===== config.mk =====
export PLATFORM = sky130hd
export DESIGN_NAME = mod_counter
export DESIGN_NICKNAME = d
export VERILOG_FILES = /design/src/rtl/mod_counter.sv
export SDC_FILE = /design/constraint.sdc
export NUM_CORES = 1
export LEC_CHECK = 0
export BUFFER_PORTS_ARGS = -buffer_cell sky130_fd_sc_hd__buf_2
export CAP_MARGIN = 40
export CORE_AREA = 2 2 39 41
export CTS_BUF_LIST = sky130_fd_sc_hd__clkbuf_8
export DETAILED_ROUTE_END_ITERATION = 16
export DIE_AREA = 0 0 41 43
export PLACE_DENSITY = 0.67
export SYNTH_ARGS = -nofsm -noshare
export SYNTH_HDL_FRONTEND = slang
export SYNTH_SLANG_ARGS = --single-unit

===== constraint.sdc =====
create_clock -name i_clk -period 2.04 [get_ports i_clk]
set_input_delay 0.51 -clock i_clk [delete_from_list [all_inputs] [get_ports i_clk]]
set_output_delay 0.51 -clock i_clk [all_outputs]
set_load 0.01 [all_outputs]

===== src/rtl/mod_counter.sv =====
// -----------------------------------------------------------------------------
// mod_counter
//   Modulo-N up/down counter with clock enable, parallel load and a
//   wrap/saturate mode. The count sequence is 0..i_modulus. A registered
//   one-cycle pulse (o_wrap) marks each wrapping step. A zero-latency carry
//   (o_tc) lets instances be chained: feed o_tc into the next stage's
//   i_clk_en, and that stage steps on the same edge on which this stage wraps.
//
// Parameters
//   WIDTH      counter width in bits (1..16)
//   RESET_VAL  value of o_count after reset and at power-up
//
// Ports
//   i_clk       clock, rising edge
//   i_rst       synchronous active-high reset
//   i_clk_en    count enable, one step per enabled cycle
//   i_up        1 = increment, 0 = decrement
//   i_sat       0 = wrap at terminal, 1 = hold at terminal
//   i_modulus   terminal (maximum) count
//   i_load      parallel load strobe (takes priority over i_clk_en)
//   i_load_val  load value, clamped to i_modulus
//   o_count     registered count
//   o_wrap      registered pulse, high for the cycle after a wrapping step
//   o_at_term   count is at the terminal for the current direction
//   o_tc        cascade carry: an enabled wrapping step happens this cycle
// -----------------------------------------------------------------------------
module mod_counter #(
  parameter int WIDTH     = 3,
  parameter int RESET_VAL = 0
) (
  input  logic             i_clk,
  input  logic             i_rst,
  input  logic             i_clk_en,
  input  logic             i_up,
  input  logic             i_sat,
  input  logic [WIDTH-1:0] i_modulus,
  input  logic             i_load,
  input  logic [WIDTH-1:0] i_load_val,
  output logic [WIDTH-1:0] o_count,
  output logic             o_wrap,
  output logic             o_at_term,
  output logic             o_tc
);

  localparam logic [WIDTH-1:0] RST_V = RESET_VAL[WIDTH-1:0];

  // Declaration initialisers give the same state at power-up as after reset.
  logic [WIDTH-1:0] count_q = RST_V;
  logic [WIDTH-1:0] count_d;
  logic             wrap_q  = 1'b0;
  logic             wrap_d;

  logic             up_term;
  logic             dn_term;
  logic             at_term;

  // ">=" rather than "==" so a count stranded above a lowered modulus is
  // treated as terminal and resolved by the next up step.
  assign up_term = (count_q >= i_modulus);
  assign dn_term = (count_q == '0);
  assign at_term = i_up ? up_term : dn_term;

  always_comb begin
    count_d = count_q;
    wrap_d  = 1'b0;
    if (i_rst) begin
      count_d = RST_V;
    end else if (i_load) begin
      count_d = (i_load_val > i_modulus) ? i_modulus : i_load_val;
    end else if (i_clk_en) begin
      if (i_up) begin
        if (!up_term) begin
          count_d = count_q + WIDTH'(1);
        end else if (!i_sat) begin
          count_d = '0;
          wrap_d  = 1'b1;
        end
      end else begin
        if (!dn_term) begin
          count_d = count_q - WIDTH'(1);
        end else if (!i_sat) begin
          count_d = i_modulus;
          wrap_d  = 1'b1;
        end
      end
    end
  end

  always_ff @(posedge i_clk) begin
    count_q <= count_d;
    wrap_q  <= wrap_d;
  end

  assign o_count   = count_q;
  assign o_wrap    = wrap_q;
  assign o_at_term = at_term;
  // Same-cycle carry: high exactly when the coming edge performs a wrap.
  assign o_tc      = i_clk_en & at_term & ~i_sat & ~i_load & ~i_rst;

endmodule


### Word level (Yosys, flattened, before mapping)

Cells that the tools add are included.

* register bits after elaboration: 4
* latch bits: 0
* RAM bits: 0
* memory bits (read-only): 0
* bits of input ports: 12
* word-level logic and storage cells: 33
* memories kept: 0

* add/subtract/negate cells: 2
* $mul: 0
* divide/modulo/power cells: 0
* magnitude comparators: 2
* eq/ne operators: 2
* shift-type cells: 0
* mux-type cells: 13
* bitwise logic cells: 8
* reduce and logical (&&, ||, !) cells: 4

Operators by type and width (count)
* 3-bit two-way mux: 8
* 4-bit != test (second input constant): 2
* 1-bit two-way mux: 5
* 1-bit bitwise AND: 4
* 1-bit NOT: 4
* 3-bit by 1-bit adder with 3-bit output (second input constant): 1
* 3-bit >= comparator: 1
* 3-bit > comparator: 1
* 3-bit zero test: 1
* 3-bit AND reduction: 1
* 3-bit OR reduction: 1
* 3-bit by 1-bit subtractor with 3-bit output (second input constant): 1
* 2-bit nonzero test: 1

### Logic depth before layout (Yosys ltp)

* word-level depth: 6
* gate-level depth with buffers: 8
* depth with buffers taken out: 8

### Least setup slack after synthesis

Ideal clock, no wire load.

* path kind: input to output
* from: in i_modulus[2]
* to: out o_tc
* data arrival time: 1.747 ns
* data required time: 1.530 ns
* slack: -0.217 ns
* stages on the path: 6
* buffers on the path: 0
* cells stage by stage: inv_1 -> ha_1 -> and2_1 -> a2111oi_4 -> nor2_1 -> and4b_1

* cells in the longest elaborated chain, start to end: 6

RTL lines
* start, declared: RTL line 36 `input logic [WIDTH-1:0] i_modulus,`
* 3-bit >= comparator: RTL line 59 `assign up_term = (count_q >= i_modulus);`
* 1-bit two-way mux: RTL line 61 `assign at_term = i_up ? up_term : dn_term;`
* named net o_at_term: RTL line 41 `output logic o_at_term,`
* 1-bit bitwise AND (4 in series): RTL line 98 `assign o_tc = i_clk_en & at_term & ~i_sat & ~i_load & ~i_rst;`
* end, declared: RTL line 42 `output logic o_tc`

The timed path passes the listed nets, and every way through them passes these cells.

### Worst setup path after layout

* from: in i_modulus[0]
* to: out o_tc

* cells in the longest elaborated chain, start to end: 6

RTL lines (RTL line)
* 3-bit >= comparator: 59
* 1-bit two-way mux: 61
* 1-bit bitwise AND (4 in series): 98

No other way between the ends.

==> summary.md <==
| Metric | Value |
|---|---|
| Result of the run | `finished, violations left` |
| Failing checks | `setup timing` |
| Fraction of layout cells with a size suffix above 1 | `59.8%` |
| Post-Place Cells | `103` |
| CP Capture Type | `output pin` |
| Hold Crit Class | `input pin to register` |
| Main synth FF type | `dfxtp_1` |
| CP Cell Sequence | `buf_8 > ha_4 > nand2b_4 > a2111oi_4 > nor2_2 > and4b_1 > buf_2` |
| Slowest cell on crit path | `a2111oi_4` |
| Crit path time final | `2.25 ns` |
| Remaining global-route overflow | `0` |
| Chip width | `41 um` |
| I/O Pins | `18` |
| ANT cells | `0` |
| CTS H-tree depth | `1` |
| Initial Util | `37.7%` |
| Die footprint | `1760 um^2` |
| Latest clock arrival within the worst-skew pair | `0.22 ns` |
| Cell taking the most area after synthesis | `ha_1` |
| PwrDens | `584 nW/um^2` |
| Largest family of logic cells by synthesized area | `compound AO/OA/AOI/OAI gates` |
| Vias per std cell | `5.07` |
| Number of global-route vias before repair | `533` |
| Maximum vdd drop | `0.479 mV` |
| Crit start category | `input pin` |
| Initial DRT Pass Iterations | `4` |
| CP arrival | `1.74 ns` |
| Final setup vio count | `3` |
| Post-synthesis compound-gate area fraction | `27.6%` |
| Dpl ws | `-0.330 ns` |
| Post-synthesis xor/xnor area fraction | `1.68%` |
| Antenna viol nets, final | `0` |
| Post-synth top area share | `21.6%` |
| Post-synth EDFFs | `0` |
| Routed wire length | `1240 um` |
| Detailed Route Iter0 Violations | `7` |
| Max Freq | `444 MHz` |
| Worst EP required | `1.53 ns` |
| Max-Slew Margin vs Limit | `80.5%` |
| Post-Place Cell Area | `753 um^2` |
| Period utilization | `111%` |
| Die height | `43 um` |
| Clock Path Buffers | `2` |
| Post-Layout Cell Count | `108` |
| LEAKAGE | `0.428 nW` |
| Synth area leaders | `ha_1 22%, dfxtp_1 15%, mux2i_1 5.8%` |
| GPL Wtd Cong | `0.774` |
| NumNets Final | `115` |
| Top delay family on crit path | `simple AND/OR/NAND/NOR gates` |
| Root cell of the clock tree | `clkbuf_8` |
| Ys async rst share | `0%` |
| Final hold vios | `0` |
| DR WL/cell | `11.5 um` |
| CP Buf/Inv Count | `2` |
| Hpwl dp | `1000 um` |
| # DRC | `0` |
| Core ar. | `1380 um^2` |
| Clk slew on worst S/H paths | `0.03 ns` |
| Via count | `548` |
| Syn_area_per_cell | `8.84 um^2` |
| Initial antenna violation count | `0` |
| First-pass GRT wire length | `2090 um` |
| Global Route Usage Sum | `17.7%` |
| MaxCap Viol Count | `0` |
| Buffers on Ports | `17` |
| Yosys warning count | `0` |
| Synth Instances | `59` |
| Post-route setup slack | `-0.215 ns` |
| Post-synthesis sequential area ratio | `15.3%` |
| Final Max Tran Viols | `0` |
| RSZ-0062 raised after global routing | `yes` |
| # rows | `14` |
| Final Skew | `0.00406 ns` |
| CTS tree | `done` |
| Seq cells post-synth | `4` |
| TritonCTS Sinks | `4` |
| Max FO, Critical Path | `3` |
| Post-synthesis simple-gate area fraction | `20.9%` |
| CTS Buf Count | `3` |
| Crit-path max cell delay | `0.37 ns` |
| Pwr Total | `0.523 mW` |
| Finished Cell Area | `896 um^2` |
| Fin Hold WS | `0.488 ns` |
| Distinct cell type count after synthesis | `25` |
| Type of the worst setup path | `input pin to output pin` |
| Largest net degree at the start of global routing | `10` |
| Synth Area in Adders | `21.6%` |
| Layout area overhead | `71.7%` |
| Slew @ Worst Pin | `0.292 ns` |
| Mux cell area share after synthesis | `5.76%` |
| Synthesized area | `522 um^2` |
| Syn Nets | `80` |
==> final timing paths <==
kind / cells after the start / from / slack (ns) / to
worst max register to register: 10 / o_count[0] / 0.02 / o_count[1]
worst max-delay path: 7 / i_modulus[0] / -0.21 / o_tc
worst min-delay path: 2 / i_rst / 0.49 / o_count[0]
worst min register to register: 3 / o_count[0] / 0.60 / o_count[0]
==> kinds of logic (layout without fill, tap and decap cells) <==
group / Yosys count / count (layout)
buffers and inverters: 8 / 41
DFF: 4 / 4
muxes: 3 / 3
AOI/OAI and AO/OA: 17 / 17
adders and majority gates: 9 / 9
and+or+nand+nor: 17 / 17
xor gates and xnor gates: 1 / 1
==> cell usage after synthesis, types with 2 or more instances <==
cell / n
inv_1: 7
a211o_1: 3
a221oi_1: 3
nand2_1: 5
nor2b_1: 2
ha_1: 9
and4b_1: 2
nor2_1: 3
dfxtp_1: 4
o21ai_0: 2
mux2i_1: 3
a21oi_1: 3
==> layout by cell type, fill, tap and decap left out, types with 2 or more instances in the layout <==
master,n
buf_2,14
mux2i_1,3
nand2_1,5
o21ai_0,2
clkbuf_8,3
buf_6,3
dfxtp_2,3
nor2_1,2
buf_4,12
ha_4,4
a211o_1,3
and4b_1,2
a221oi_1,2
buf_8,2
and2_4,2
inv_1,4
a21oi_1,3
ha_1,5
nor2b_1,2
==> report_power, final <==
group          leakage, nW  internal [mW]  switching (mW)
logic                0.373          0.145           0.116
registers           0.0339         0.0882         0.00840
clock network       0.0216          0.126          0.0392
==> layout make-up <==
cell class,instances,area [um^2]
inverter,7,41.3
sequential,4,83.8
timing repair buffer,31,224
clock buffer,3,41.3
fill,118,488
multi-input combinational,47,485
tap,16,20.0
==> stage by stage <==
| step | utilization [%] | TNS [ns] |
|---|---|---|
| after floorplan | - | -0.111 |
| after global placement | 54.4 | -1.21 |
| after detailed placement | 54.4 | -1.29 |
| after CTS | 59.3 | -0.269 |
| after global routing | 64.7 | -0.461 |
| final | 64.7 | -0.287 |
==> registers in the layout, summed over array words and instances (netlist names) <==
register	count
o_count	3
o_wrap	1
==> routing by layer <==
| metal | up-vias | global-route usage [%] | share of wire (%) |
|---|---|---|---|
| li1 | 285 | - | - |
| met1 | 246 | 20.6 | 43 |
| met2 | 15 | 28.4 | 51 |
| met3 | 2 | 7.85 | 4.8 |
| met4 | 0 | 4.00 | 0.97 |
| met5 | - | 0 | 0 |
==> repair_timing <==
| item | 4_1_cts | 5_1_grt |
|---|---|---|
| setup buffers | 0 | 2 |
| hold buffers | 0 | 0 |
| pin swaps | 4 | 7 |
| hold endpoints to repair | 0 | 0 |
| endpoints found under the setup margin | 5 | 5 |
| resized for setup | 7 | 12 |
Power figures use the tool's default switching activity.
